==> src/rtl/ins_ram_loader_pkg.sv <==
// Shared details for the instruction RAM path:
// init mode and loader FSM states.
package ins_ram_loader_pkg;

   typedef enum logic [1:0] {
      MEM_INIT_NONE,
      MEM_INIT_ZERO,
      MEM_INIT_FILE
   } mem_init_t;

   typedef enum logic [1:0] {
      IDLE,
      LEN,
      DATA,
      CHK
   } loader_state_t;

endpackage

==> src/rtl/ins_ram_loader.sv <==
// Loads a framed word stream (length, program, checksum)
// from the UART receiver into the instruction RAM.
module ins_ram_loader
   import ins_ram_loader_pkg::*;
#(
   parameter int WIDTH      = 8,
   parameter int DEPTH      = 256,
   parameter int ADDR_WIDTH = $clog2(DEPTH)
) (
   input  logic                  clk,
   input  logic                  rst,
   input  logic                  start,
   input  logic                  rx_valid,
   input  logic [WIDTH-1:0]      rx_data,
   output logic                  ram_wrEn,
   output logic [ADDR_WIDTH-1:0] ram_addr,
   output logic [WIDTH-1:0]      ram_dataIn,
   output logic                  busy,
   output logic                  done,
   output logic                  err
);

   loader_state_t state_q, state_d;

   // One extra bit so a length of DEPTH is representable.
   logic [ADDR_WIDTH:0]   cnt_q, cnt_d;
   logic [ADDR_WIDTH:0]   len_q, len_d;
   logic [WIDTH-1:0]      sum_q, sum_d;
   logic                  wr_en_q, wr_en_d;
   logic [ADDR_WIDTH-1:0] addr_q, addr_d;
   logic [WIDTH-1:0]      data_q, data_d;
   logic                  busy_q, busy_d;
   logic                  done_q, done_d;
   logic                  err_q, err_d;

   logic [31:0]           len_word;
   logic [WIDTH-1:0]      sum_nx;
   logic [ADDR_WIDTH:0]   cnt_nx;

   always_comb begin
      len_word = 32'(rx_data);
      if (rx_data == '0) len_word = 32'(DEPTH);
      sum_nx = sum_q + rx_data;
      cnt_nx = cnt_q + 1'b1;
   end

   always_comb begin
      state_d = state_q;
      cnt_d   = cnt_q;
      len_d   = len_q;
      sum_d   = sum_q;
      wr_en_d = 1'b0;
      addr_d  = addr_q;
      data_d  = data_q;
      busy_d  = busy_q;
      done_d  = 1'b0;
      err_d   = 1'b0;
      unique case (state_q)
         IDLE: begin
            if (start) begin
               state_d = LEN;
               busy_d  = 1'b1;
               cnt_d   = '0;
               sum_d   = '0;
            end
         end
         LEN: begin
            if (rx_valid) begin
               if (len_word > 32'(DEPTH)) begin
                  state_d = IDLE;
                  busy_d  = 1'b0;
                  err_d   = 1'b1;
               end else begin
                  state_d = DATA;
                  len_d   = len_word[ADDR_WIDTH:0];
               end
            end
         end
         DATA: begin
            if (rx_valid) begin
               wr_en_d = 1'b1;
               addr_d  = cnt_q[ADDR_WIDTH-1:0];
               data_d  = rx_data;
               cnt_d   = cnt_nx;
               sum_d   = sum_nx;
               if (cnt_nx == len_q) state_d = CHK;
            end
         end
         CHK: begin
            if (rx_valid) begin
               state_d = IDLE;
               busy_d  = 1'b0;
               if (sum_nx == '0) done_d = 1'b1;
               else              err_d  = 1'b1;
            end
         end
         default: begin
            state_d = IDLE;
            busy_d  = 1'b0;
         end
      endcase
   end

   always_ff @(posedge clk) begin
      if (rst) begin
         state_q <= IDLE;
         cnt_q   <= '0;
         len_q   <= '0;
         sum_q   <= '0;
         wr_en_q <= 1'b0;
         addr_q  <= '0;
         data_q  <= '0;
         busy_q  <= 1'b0;
         done_q  <= 1'b0;
         err_q   <= 1'b0;
      end else begin
         state_q <= state_d;
         cnt_q   <= cnt_d;
         len_q   <= len_d;
         sum_q   <= sum_d;
         wr_en_q <= wr_en_d;
         addr_q  <= addr_d;
         data_q  <= data_d;
         busy_q  <= busy_d;
         done_q  <= done_d;
         err_q   <= err_d;
      end
   end

   assign ram_wrEn   = wr_en_q;
   assign ram_addr   = addr_q;
   assign ram_dataIn = data_q;
   assign busy       = busy_q;
   assign done       = done_q;
   assign err        = err_q;

endmodule

==> config.mk <==
export PLATFORM = sky130hd
export DESIGN_NAME = ins_ram_loader
export DESIGN_NICKNAME = d
export VERILOG_FILES = /design/src/rtl/ins_ram_loader_pkg.sv /design/src/rtl/ins_ram_loader.sv
export SDC_FILE = /design/constraint.sdc
export NUM_CORES = 1
export LEC_CHECK = 0
export BUFFER_PORTS_ARGS = -buffer_cell sky130_fd_sc_hd__buf_2
export CELL_PAD_IN_SITES_DETAIL_PLACEMENT = 0
export CELL_PAD_IN_SITES_GLOBAL_PLACEMENT = 1
export CORE_ASPECT_RATIO = 1.25
export CORE_MARGIN = 2
export CORE_UTILIZATION = 44
export CTS_BUF_LIST = sky130_fd_sc_hd__clkbuf_8
export DETAILED_ROUTE_END_ITERATION = 10
export HOLD_SLACK_MARGIN = 0.15
export PLACE_DENSITY = 0.81
export SLEW_MARGIN = 20
export SYNTH_ARGS = -nofsm -noshare
export SYNTH_HDL_FRONTEND = slang
export SYNTH_SLANG_ARGS = --single-unit
==> constraint.sdc <==
create_clock -name clk -period 3.25 [get_ports clk]
set_input_delay 0.975 -clock clk [delete_from_list [all_inputs] [get_ports clk]]
set_output_delay 0.975 -clock clk [all_outputs]
set_load 0.02 [all_outputs]
=== Word level (Yosys, flattened, before mapping) ===
Cells that the tools add are included.
Widths: inputs -> output; s select.

* Bits in registers: 48
* Latch bits: 0
* Memory bits (writable): 0
* Memory bits (read-only): 0
* Input bits: 12
* Output and inout bits: 20
* Logic and storage cells: 65
* Memories kept: 0

* $add $sub $neg: 2
* $mul: 0
* Div/mod/pow operators: 0
* Magnitude comparators: 1
* Equality and inequality tests: 10
* Shifts and indexed selects: 0
* Mux-type cells: 26
* Bitwise gates (word level): 4
* Reductions and logical operators: 12

{| class="wikitable"
|+ Operators with widths
! cell !! number
|-
| $gt 32x9->1 const B || 1
|-
| $mux 9 || 3
|-
| $pmux 9 s2 || 1
|-
| $logic_not 8->1 || 2
|-
| $mux 8 || 2
|-
| $pmux 8 s2 || 1
|-
| $mux 2 || 6
|-
| $ne 2x2->1 const B || 6
|-
| $mux 1 || 10
|-
| $reduce_and 5->1 || 2
|-
| $add 9x1->9 const B || 1
|-
| $eq 9x9->1 || 1
|-
| $add 8x8->8 || 1
|-
| $pmux 2 s4 || 1
|-
| $reduce_and 3->1 || 2
|-
| $eq 2x2->1 const B || 2
|-
| $not 1->1 || 4
|-
| $pmux 1 s3 || 1
|-
| $reduce_bool 3->1 || 1
|-
| $reduce_or 3->1 || 1
|-
| $eq 2x1->1 const B || 1
|-
| $logic_not 2->1 || 1
|-
| $pmux 1 s2 || 1
|-
| $reduce_and 2->1 || 1
|-
| 2 further kinds || 2
|}

=== Longest topological paths before layout ===
Gate-level depths: netlist of the first run.

* Word-level depth: 6
* Gate-level depth with buffers: 7
* Gate-level depth less buffers: 7

=== Least setup slack after synthesis of the first run ===
Ideal clock, no wire load.

* Path type: in2reg
* Start point: input port rx_data[0]
* End point: register err_q, in the netlist err
* Library setup time: 120 ps
* Arrival: 2610 ps
* Data required time: 3130 ps
* Path slack: 521 ps
* Cell stages on the path: 6
* Buffers on the path: 0
* Cell sequence: ha_1 > fa_1 > xor2_1 > or3_1 > or3_1 > o31a_1

* Longest elaborated chain between the ends: 6
* Elaborated cells between the ends (all ways): 10
* Those cells by class: add/sub: 1; order compare: 1; mux: 6; reduce/logical: 2

{| class="wikitable"
|+ Ends and longest elaborated chain
! what !! line !! source
|-
| start, declared || ins_ram_loader.sv:14 || <nowiki>input logic [WIDTH-1:0] rx_data,</nowiki>
|-
| $logic_not 8->1 || ins_ram_loader.sv:42 || <nowiki>if (rx_data == '0) len_word = 32'(DEPTH);</nowiki>
|-
| $mux 9 || ins_ram_loader.sv:42 ||
|-
| $gt 32x9->1 || ins_ram_loader.sv:69 || <nowiki>if (len_word > 32'(DEPTH)) begin</nowiki>
|-
| $mux 1 || ins_ram_loader.sv:69 ||
|-
| $mux 1 || ins_ram_loader.sv:68 || <nowiki>if (rx_valid) begin</nowiki>
|-
| $pmux 1 s2 * || ins_ram_loader.sv:58 || <nowiki>unique case (state_q)</nowiki>
|-
| end signal, assigned || ins_ram_loader.sv:126 || <nowiki>err_q <= err_d;</nowiki>
|-
| end, declared || ins_ram_loader.sv:34 || <nowiki>logic err_q, err_d;</nowiki>
|}

Every way passes the cells marked *; elsewhere a longest branch is shown, timed or not.
A chain may end at the register's enable or synchronous reset.

=== Worst setup path after layout of the first run ===
Ends and elaborated chain as after synthesis.

==> run_results.csv, run 1 <==
group,metric,value,unit
status,status,"finished, final reports clean",
synth,netlist_area,2430,um2
worst_setup_path,worst_setup_path_start_kind,"input port",
timing,whs,0.453,ns
worst_setup_path,path_max_fanout,4,
timing,slew_headroom,0.632,
grt,grt_pass1_vias,1930,
timing,fin_crit,2.64,ns
worst_setup_path,end_kind,"flip-flop",
power,cellPowerDensity,413,nW/um2
power,p_total,1.12,mW
synth,yosysSeqAreaShare,0.396,
synth,synth_flop_cell,"dfxtp_1",
clock_network,cts_max_path_buffers,2,
timing,hold_violations,0,
clock_network,hold_buffers,0,
placed_design,dp.cells,387,
cells_and_area,stdcell_count,395,
floorplanning,die_x,70.5,um
synth,yosysTopAreaCellShare,0.396,
detailed_routing,via_per_inst,5.25,
grt,grt_pass1_wl,9.36,mm
placed_design,io_buffers,31,
timing,rsz0062_at_grt,"false",
cells_and_area,n_antenna_cell,0,
worst_setup_path,criticalPathCategory,"input port to flip-flop",
cells_and_area,syn_to_final_growth,11.4,%
clock_network,cts_tree,"done",
detailed_routing,vias,2075,
clock_network,ctsResizeCount,0,
floorplanning,io_pins,32,
timing,tightest_slew,0.550,ns
clock_network,cts.sinks,48,
power,peakVddDrop,212,uV
floorplanning,die_h,87.1,um
power,p_leak,1.09,nW
floorplanning,num_rows,30,
timing,drv_slew,0,
clock_network,postCtsSetupBuffers,0,
timing,tns,0,ns
detailed_routing,wl_per_cell,14.2,um
worst_hold_path,worstHoldPathType,"flip-flop to flip-flop",
grt,grt_overflow,0,
clock_network,numCtsBuffers,5,
cells_and_area,fin_nets,351,
detailed_routing,drc,0,
synth,mappedNetlistNets,327,
clock_network,root_buffer,"clkbuf_8",
detailed_routing,firstDrtPassIters,4,
timing,fin_crit_sh,0.811,
cells_and_area,drive_above_1_share,0.160,
synth,async_reset_ff_frac,0,
clock_network,h-tree-depth,2,
worst_setup_path,cp.arrival,2.83,ns
floorplanning,dieArea,6130,um2
timing,fmax,379,MHz
placed_design,place_congestion,0.831,
floorplanning,start_util,0.452,
synth,synth_common_cells,"64 x nand2_1, 48 x dfxtp_1, 42 x a21oi_1",
grt,grt_max_degree,29,
grt,antenna_found_initial,0,
clock_network,clk_latency,0.30,ns
synth,synthCells,306,
cells_and_area,fin_util,0.504,
floorplanning,core-area,5370,um2
synth,synthTopCellsByArea,"dfxtp_1 40%, nand2_1 9.9%, a21oi_1 8.7%",
detailed_routing,postRouteAntennaNets,0,
worst_setup_path,worst_ep_required_time,3.44,ns
placed_design,dpl.hpwl,3.99,mm
synth,yosysUniqueCellTypes,49,
clock_network,clk_pin_slew,0.09,ns
detailed_routing,wl,5.61,mm
synth,syn_area_per_cell,7.94,um2
timing,setup_viol,0,
synth,synth_top_cell_by_area,"dfxtp_1",
cells_and_area,n_fill_cell,562,
timing,fin_skew,0.00467,ns
synth,yosysMostFrequentCell,"nand2_1",
grt,grt_use_total,0.192,
synth,synth_warnings,0,
synth,synth-edff-count,0,
job,maxCapViolations,0,
detailed_routing,drt_iter0_drc,128,
synth,synth-seq-cells,48,
-- logic make-up after synthesis --
kind of cell / share of synthesized area
DFF: 0.396
muxes: 0.00412
and+or+nand+nor: 0.260
adders and majority gates: 0.0495
AOI/OAI and AO/OA: 0.185
buffers and inverters: 0.0438
xor gates and xnor gates: 0.0613
-- final cells by class --
cell class,instances,area [um2],share of cell area
clock buffers,6,82.6,0.0305
inverters,5,18.8,0.00693
multi-input cells,234,1360,0.503
flip-flops and latches,48,961,0.355
well taps,64,80.1,0.0296
repair buffers,36,193,0.0712
clock inverters,2,10.0,0.00370
-- where the power goes --
| group | switching (mW) | leakage, nW | internal, mW | total (mW) |
|---|---|---|---|---|
| Sequential | 0.00945 | 0.388 | 0.600 | 0.609 |
| Combinational | 0.0865 | 0.652 | 0.0491 | 0.136 |
| Clock | 0.203 | 0.0510 | 0.170 | 0.374 |
-- routing by layer --
layer  wire, um  GRT usage  share of wire
met3        168     0.0394          0.030
met4        129     0.0734          0.023
met2       2830      0.337           0.50
met5          0          0              0
met1       2480      0.231           0.44
-- sequential cells by signal (all words and copies together), names as in the netlist, named ones only --
register and flops:
cnt_q 9, busy 1, done 1, state_q 1, err 1, ram_addr 8, ram_wrEn 1, len_q 9
sum_q 8, ram_dataIn 8
-- metrics by stage --
stage / instance area (um2) / setup WS [ns]
floorplan: 2430 / 0.521
global placement: 2610 / 0.308
detailed placement: 2610 / 0.305
CTS: 2710 / 0.617
global route: 2710 / 0.514
finish: 2710 / 0.613
-- cells in the final DEF (no fill, tap or decap), types with 5 or more instances in the layout --
| master | count |
|---|---|
| nand2_1 | 64 |
| dfxtp_1 | 48 |
| a21oi_1 | 42 |
| buf_2 | 31 |
| nor2_1 | 28 |
| xnor2_1 | 11 |
| ha_1 | 8 |
| a22oi_1 | 7 |
| o21ai_0 | 7 |
| nand3_1 | 6 |
| xor2_1 | 6 |
| clkbuf_8 | 6 |
| inv_1 | 5 |
| nor3_1 | 5 |
| buf_4 | 5 |
-- final timing paths --
path	from	end	slack [ns]	cells after the start
min reg2reg	ram_addr[1]	ram_addr[1]	0.45	2
max reg2reg	sum_q[0]	err	1.12	6
max	rx_data[0]	err	0.61	7
min	ram_addr[1]	ram_addr[1]	0.45	2
-- worst max-delay path: stages --
cell	delay [ns]
buf_2	0.13
ha_1	0.24
fa_1	0.40
xor2_1	0.18
or3_1	0.31
or3_1	0.33
o31a_1	0.28
(Power assumes the default switching activity.)
==> inputs of run 2 (changes only) <==
--- a/config.mk
+++ b/config.mk
@@ -5,16 +5,17 @@
 export SDC_FILE = /design/constraint.sdc
 export NUM_CORES = 1
 export LEC_CHECK = 0
+export ABC_AREA = 1
 export BUFFER_PORTS_ARGS = -buffer_cell sky130_fd_sc_hd__buf_2
 export CELL_PAD_IN_SITES_DETAIL_PLACEMENT = 0
 export CELL_PAD_IN_SITES_GLOBAL_PLACEMENT = 1
 export CORE_ASPECT_RATIO = 1.25
 export CORE_MARGIN = 2
-export CORE_UTILIZATION = 44
+export CORE_UTILIZATION = 42
 export CTS_BUF_LIST = sky130_fd_sc_hd__clkbuf_8
 export DETAILED_ROUTE_END_ITERATION = 10
 export HOLD_SLACK_MARGIN = 0.15
-export PLACE_DENSITY = 0.81
+export PLACE_DENSITY = 0.8
 export SLEW_MARGIN = 20
 export SYNTH_ARGS = -nofsm -noshare
 export SYNTH_HDL_FRONTEND = slang
==> constraint.sdc (replaced) <==
create_clock -name clk -period 2.5 [get_ports clk]
set_input_delay 0.75 -clock clk [delete_from_list [all_inputs] [get_ports clk]]
set_output_delay 0.75 -clock clk [all_outputs]
set_load 0.02 [all_outputs]
==> run 2 against run 1 <==
Net effect:
- cell area fell by 2.3%
- combinational power rose by 67%
- first-iteration DRC count fell by 22%
- flip-flop and latch count did not move
- via count rose by 3.2%
- synthesized cell count rose by 6.9%
- critical path depth rose by 6
==> run_results.csv, run 2 <==
group,metric,value,unit
status,status,"finished, final reports clean",
clock_network,root_buffer,"clkbuf_8",
floorplanning,start_util,0.430,
clock_network,hold_buffers,0,
synth,netlist_area,2310,um2
timing,fin_crit,2.15,ns
cells_and_area,fin_nets,381,
synth,async_reset_ff_frac,0,
grt,grt_pass1_vias,2044,
grt,antenna_found_initial,0,
worst_setup_path,path_max_fanout,4,
detailed_routing,vias,2141,
detailed_routing,postRouteAntennaNets,0,
power,peakVddDrop,249,uV
floorplanning,core-area,5370,um2
detailed_routing,firstDrtPassIters,5,
synth,yosysSeqAreaShare,0.416,
cells_and_area,reg.largest.list,"cnt_q (9), len_q (9)",
cells_and_area,drive_above_1_share,0.136,
clock_network,postCtsSetupBuffers,0,
worst_hold_path,hold_path_depth,2,
timing,rsz0062_at_grt,"false",
timing,tightest_slew,0.589,ns
timing,fmax,465,MHz
synth,mappedNetlistNets,348,
timing,slew_headroom,0.607,
synth,synth_common_cells,"100 x nand2_1, 48 x dfxtp_1, 34 x a21oi_1",
worst_setup_path,criticalPathCategory,"input port to flip-flop",
grt,grt_max_degree,25,
grt,grt_use_total,0.204,
worst_setup_path,end_kind,"flip-flop",
worst_setup_path,reg2reg_from,"sum_q[0]",
clock_network,cts_tree,"done",
cells_and_area,final_cell_mix,"100 x nand2_1, 48 x dfxtp_1, 34 x a21oi_1",
cells_and_area,mostFrequentLayoutCell,"nand2_1",
synth,synthCells,327,
synth,yosysUniqueCellTypes,29,
worst_setup_path,r2r_end,"err",
placed_design,io_buffers,31,
clock_network,cts.sinks,48,
worst_setup_path,ff2ff_path_depth,12,
worst_hold_path,worstHoldPathType,"flip-flop to flip-flop",
floorplanning,die_x,70.3,um
worst_hold_path,min_to,"ram_addr[7]",
timing,tns,0,ns
grt,grt_pass1_wl,9.76,mm
power,cellPowerDensity,576,nW/um2
detailed_routing,wl_per_cell,13.6,um
power,p_leak,1.19,nW
timing,fin_skew,0.00458,ns
grt,grt_overflow,0,
placed_design,dpl.hpwl,4.33,mm
floorplanning,io_pins,32,
placed_design,place_congestion,0.847,
detailed_routing,drc,0,
synth,synth-edff-count,0,
synth,yosysMostFrequentCell,"nand2_1",
detailed_routing,drt_iter0_drc,100,
synth,synthTopCellsByArea,"dfxtp_1 42%, nand2_1 16%, a21oi_1 7.4%",
synth,synth_flop_cell,"dfxtp_1",
synth,synth_top_cell_by_area,"dfxtp_1",
cells_and_area,fin_util,0.493,
clock_network,numCtsBuffers,5,
detailed_routing,wl,5.79,mm
clock_network,clk_latency,0.30,ns
cells_and_area,n_fill_cell,591,
worst_setup_path,worst_setup_path_start_kind,"input port",
cells_and_area,n_antenna_cell,0,
clock_network,clk_pin_slew,0.09,ns
worst_hold_path,hp-start,"ram_addr[7]",
synth,syn_area_per_cell,7.06,um2
worst_setup_path,r2r_setup_slack,0.62,ns
synth,synth-seq-cells,48,
clock_network,cts_max_path_buffers,2,
floorplanning,dieArea,6110,um2
worst_setup_path,cp.arrival,2.35,ns
worst_setup_path,worst_ep_required_time,2.70,ns
cells_and_area,syn_to_final_growth,14.6,%
floorplanning,num_rows,30,
clock_network,h-tree-depth,2,
job,maxCapViolations,0,
timing,drv_slew,0,
floorplanning,die_h,86.9,um
synth,synth_warnings,0,
timing,hold_violations,0,
timing,fin_crit_sh,0.861,
timing,setup_viol,0,
clock_network,ctsResizeCount,0,
detailed_routing,via_per_inst,5.04,
synth,yosysTopAreaCellShare,0.416,
-- run 2: worst max-delay path by stage --
| stage | slack [ns] | cells after the start | from | endpoint |
|---|---|---|---|---|
| floorplan | 0.31 | 12 | rx_data[0] | err |
| global placement | 0.07 | 13 | rx_data[0] | err |
| detailed placement | 0.01 | 13 | rx_data[0] | err |
| CTS | 0.35 | 13 | rx_data[0] | err |
| global route | 0.21 | 13 | rx_data[0] | err |
| finish | 0.35 | 13 | rx_data[0] | err |
-- run 2: layout make-up --
| cell class | count | area (um2) | area share |
|---|---|---|---|
| Multi-Input combinational cell | 242 | 1200 | 0.455 |
| Sequential cell | 48 | 961 | 0.363 |
| Timing Repair Buffer | 37 | 213 | 0.0805 |
| Inverter | 26 | 97.6 | 0.0369 |
| Clock buffer | 6 | 82.6 | 0.0312 |
| Tap cell | 64 | 80.1 | 0.0303 |
| Clock inverter | 2 | 7.51 | 0.00284 |
-- run 2: report_power, final --
part | switching, mW | leakage (nW) | total, mW | internal [mW]
Sequential | 0.0208 | 0.389 | 0.819 | 0.799
Clock | 0.257 | 0.0538 | 0.476 | 0.218
Combinational | 0.152 | 0.752 | 0.227 | 0.0757
Total | 0.430 | 1.19 | 1.52 | 1.09
-- run 2: per-stage QoR --
| step | hold WS (ns) | cells | area, um2 | total power, mW | setup slack (ns) |
|---|---|---|---|---|---|
| floorplan | 0.444 | 327 | 2310 | 0.986 | 0.308 |
| CTS | 0.468 | 425 | 2640 | 1.55 | 0.355 |
| global route | 0.476 | 425 | 2640 | 1.60 | 0.211 |
| detailed placement | 0.454 | 417 | 2550 | 1.07 | 0.0145 |
| finish | 0.467 | 425 | 2640 | 1.52 | 0.348 |
| global placement | 0.449 | 417 | 2550 | 1.06 | 0.0742 |
-- run 2: worst max-delay path, cell delays in order --
cell,delay [ns]
buf_2,0.12
ha_1,0.22
fa_1,0.41
nand3_1,0.09
nand3_1,0.11
nand2_1,0.08
nand2_1,0.05
nand2_1,0.05
nand2_1,0.06
xnor2_1,0.16
nand3_1,0.13
nor2_1,0.10
nor2_1,0.05
-- run 2: kinds of logic after synthesis --
kind of cell               Yosys count  share of synthesized area
AOI/OAI and AO/OA                   60                      0.139
xor gates and xnor gates             6                     0.0228
adders and majority gates            9                     0.0521
buffers and inverters               37                     0.0624
DFF                                 48                      0.416
and+or+nand+nor                    167                      0.307
-- run 2: layer usage --
| metal | global-route usage | vias to the layer above | routed length (um) |
|---|---|---|---|
| met2 | 0.374 | 20 | 2980 |
| met4 | 0.0629 | 0 | 74 |
| met1 | 0.248 | 988 | 2630 |
| met5 | 0 | - | 0 |
| met3 | 0.0278 | 8 | 104 |
| li1 | - | 1125 | - |
==> inputs of run 3 (changes only) <==
--- a/config.mk
+++ b/config.mk
@@ -5,17 +5,16 @@
 export SDC_FILE = /design/constraint.sdc
 export NUM_CORES = 1
 export LEC_CHECK = 0
-export ABC_AREA = 1
 export BUFFER_PORTS_ARGS = -buffer_cell sky130_fd_sc_hd__buf_2
 export CELL_PAD_IN_SITES_DETAIL_PLACEMENT = 0
 export CELL_PAD_IN_SITES_GLOBAL_PLACEMENT = 1
 export CORE_ASPECT_RATIO = 1.25
 export CORE_MARGIN = 2
-export CORE_UTILIZATION = 42
+export CORE_UTILIZATION = 44
 export CTS_BUF_LIST = sky130_fd_sc_hd__clkbuf_8
 export DETAILED_ROUTE_END_ITERATION = 10
 export HOLD_SLACK_MARGIN = 0.15
-export PLACE_DENSITY = 0.8
+export PLACE_DENSITY = 0.81
 export SLEW_MARGIN = 20
 export SYNTH_ARGS = -nofsm -noshare
 export SYNTH_HDL_FRONTEND = slang
==> run 3 against run 2 <==
Net effect:
- routed wire length is 1.2% lower
- non-clock buffer count up 14
- die area grew 0.45%
- clock skew decreased by 0.0017 ns
- worst setup slack got worse by 0.18 ns
- utilization increased by 3.7 points
- critical endpoint unchanged
- largest power group unchanged
- highest routed layer unchanged
==> run_results.csv, run 3 (synthesized netlist as in run 1, its figures left out) <==
group,metric,value,unit
status,status,"finished, final reports clean",
placed_design,place_congestion,0.861,
power,switching_share,0.252,
cells_and_area,mostFrequentLayoutCell,"nand2_1",
worst_setup_path,ff2ff_path_depth,6,
worst_setup_path,path_max_fanout,2,
floorplanning,dieArea,6130,um2
detailed_routing,postRouteAntennaNets,0,
cells_and_area,drive_above_1_share,0.199,
clock_network,clk_latency,0.29,ns
detailed_routing,via_per_inst,5.31,
cells_and_area,n_fill_cell,557,
detailed_routing,vias,2177,
grt,grt_use_total,0.192,
floorplanning,start_util,0.452,
power,clkPwrFrac,0.361,
cells_and_area,stdcell_count,410,
cells_and_area,fin_nets,366,
floorplanning,core-area,5370,um2
timing,drv_slew,0,
power,comb_power_share,0.127,
timing,fmax,428,MHz
grt,grt_pass1_wl,9.33,mm
clock_network,cts.sinks,48,
grt,grt_pass1_vias,1999,
clock_network,postCtsSetupBuffers,0,
placed_design,io_buffers,31,
power,seq_power_share,0.512,
timing,rsz0062_at_grt,"false",
placed_design,dpl.hpwl,4.24,mm
worst_setup_path,worst_setup_path_start_kind,"input port",
power,p_int,1.16,mW
cells_and_area,syn_to_final_growth,16.9,%
floorplanning,die_x,70.5,um
worst_setup_path,cpMaxStageDelayCell,"fa_2",
grt,grt_max_degree,34,
worst_hold_path,hold_path_depth,2,
worst_setup_path,path_common_cell,"or3_1",
detailed_routing,firstDrtPassIters,4,
floorplanning,io_pins,32,
timing,tns,0,ns
grt,grt_overflow,0,
cells_and_area,final_cell_mix,"64 x nand2_1, 48 x dfxtp_1, 42 x a21oi_1",
job,maxCapViolations,0,
floorplanning,num_rows,30,
cells_and_area,reg.largest.list,"cnt_q (9), len_q (9)",
detailed_routing,wl_per_cell,13.9,um
timing,fin_crit,2.34,ns
clock_network,numCtsBuffers,5,
timing,slew_headroom,0.643,
clock_network,cts_tree,"done",
worst_setup_path,criticalPathCategory,"input port to flip-flop",
worst_hold_path,worstHoldPathType,"flip-flop to flip-flop",
worst_setup_path,slowest_delay,0.35,ns
clock_network,h-tree-depth,2,
timing,fin_crit_sh,0.935,
clock_network,hold_buffers,0,
detailed_routing,drc,0,
clock_network,cts_max_path_buffers,2,
detailed_routing,drt_iter0_drc,98,
power,peakVddDrop,282,uV
placed_design,dp_worst_setup_slack,-0.145,ns
detailed_routing,wl,5.72,mm
power,cellPowerDensity,545,nW/um2
floorplanning,die_h,87.1,um
cells_and_area,multi_input_area,1360,um2
worst_setup_path,worst_ep_required_time,2.69,ns
grt,antenna_found_initial,0,
power,p_sw,391,uW
timing,tightest_slew,0.528,ns
timing,setup_viol,0,
worst_setup_path,cp.arrival,2.53,ns
cells_and_area,n_antenna_cell,0,
clock_network,clk_pin_slew,0.09,ns
timing,setup_slack,0.163,ns
power,p_leak,1.17,nW
timing,hold_violations,0,
timing,fin_skew,0.00291,ns
clock_network,root_buffer,"clkbuf_8",
cells_and_area,regArea,961,um2
clock_network,ctsResizeCount,0,
worst_setup_path,cp_cell_sequence,"buf_2 > ha_1 > fa_2 > xor2_1 > or3_1 > or3_1 > o31a_1",
worst_setup_path,end_kind,"flip-flop",
placed_design,dp.cells,402,
## run 3: cell count changes in the layout (fill, tap and decap cells not counted), sizes merged, moves of 9 or more
cell,change
inv,-23
nand2,-36
buf,+14
nand3,-17
o21ai,-12
xnor2,+9
## run 3: worst paths after layout
| kind | from | endpoint | slack, ns |
|---|---|---|---|
| setup reg to reg | sum_q[0] | err | 0.42 |
| setup / recovery | rx_data[0] | err | 0.16 |
| hold / removal | ram_addr[5] | ram_addr[5] | 0.45 |
| hold reg to reg | ram_addr[5] | ram_addr[5] | 0.45 |
## run 3: per-layer routing
| layer | vias up | routed length [um] | track usage |
|---|---|---|---|
| met4 | 0 | 96 | 0.0629 |
| met3 | 6 | 119 | 0.0313 |
| met2 | 27 | 3010 | 0.352 |
| li1 | 1132 | - | - |
| met5 | - | 0 | 0 |
| met1 | 1012 | 2500 | 0.226 |
## run 3: layout make-up
| cell class | instances | share of cell area |
|---|---|---|
| Timing Repair Buffer | 51 | 0.107 |
| Inverter | 5 | 0.00661 |
| Sequential cell | 48 | 0.338 |
| Multi-Input combinational cell | 234 | 0.480 |
| Clock inverter | 3 | 0.0150 |
| Tap cell | 64 | 0.0282 |
| Clock buffer | 5 | 0.0242 |
## run 3: worst max-delay path: cells and delay by family
| family | cells | cell delay [ns] |
|---|---|---|
| compound gates | 1 | 0.28 |
| xor+xnor | 1 | 0.17 |
| fa+ha+maj | 2 | 0.57 |
| buf+inv | 1 | 0.11 |
| simple gates | 2 | 0.64 |
## run 3: stage by stage
step | power, mW | utilization | hold slack, ns | cell area [um2]
after floorplan | 0.933 | - | 0.436 | 2430
after global placement | 1.01 | 0.508 | 0.439 | 2730
after detailed placement | 1.01 | 0.508 | 0.443 | 2730
after CTS | 1.56 | 0.529 | 0.456 | 2840
after global routing | 1.62 | 0.529 | 0.472 | 2840
final | 1.55 | 0.529 | 0.454 | 2840
## run 3: power groups by stage
stage	Clock [mW]	Sequential [mW]	Combinational, mW
6_report	0.558	0.793	0.197
5_1_grt	0.605	0.795	0.219
4_1_cts	0.571	0.793	0.198
3_5_place_dp	0	0.811	0.198
3_3_place_gp	0	0.810	0.197
2_1_floorplan	0	0.813	0.120
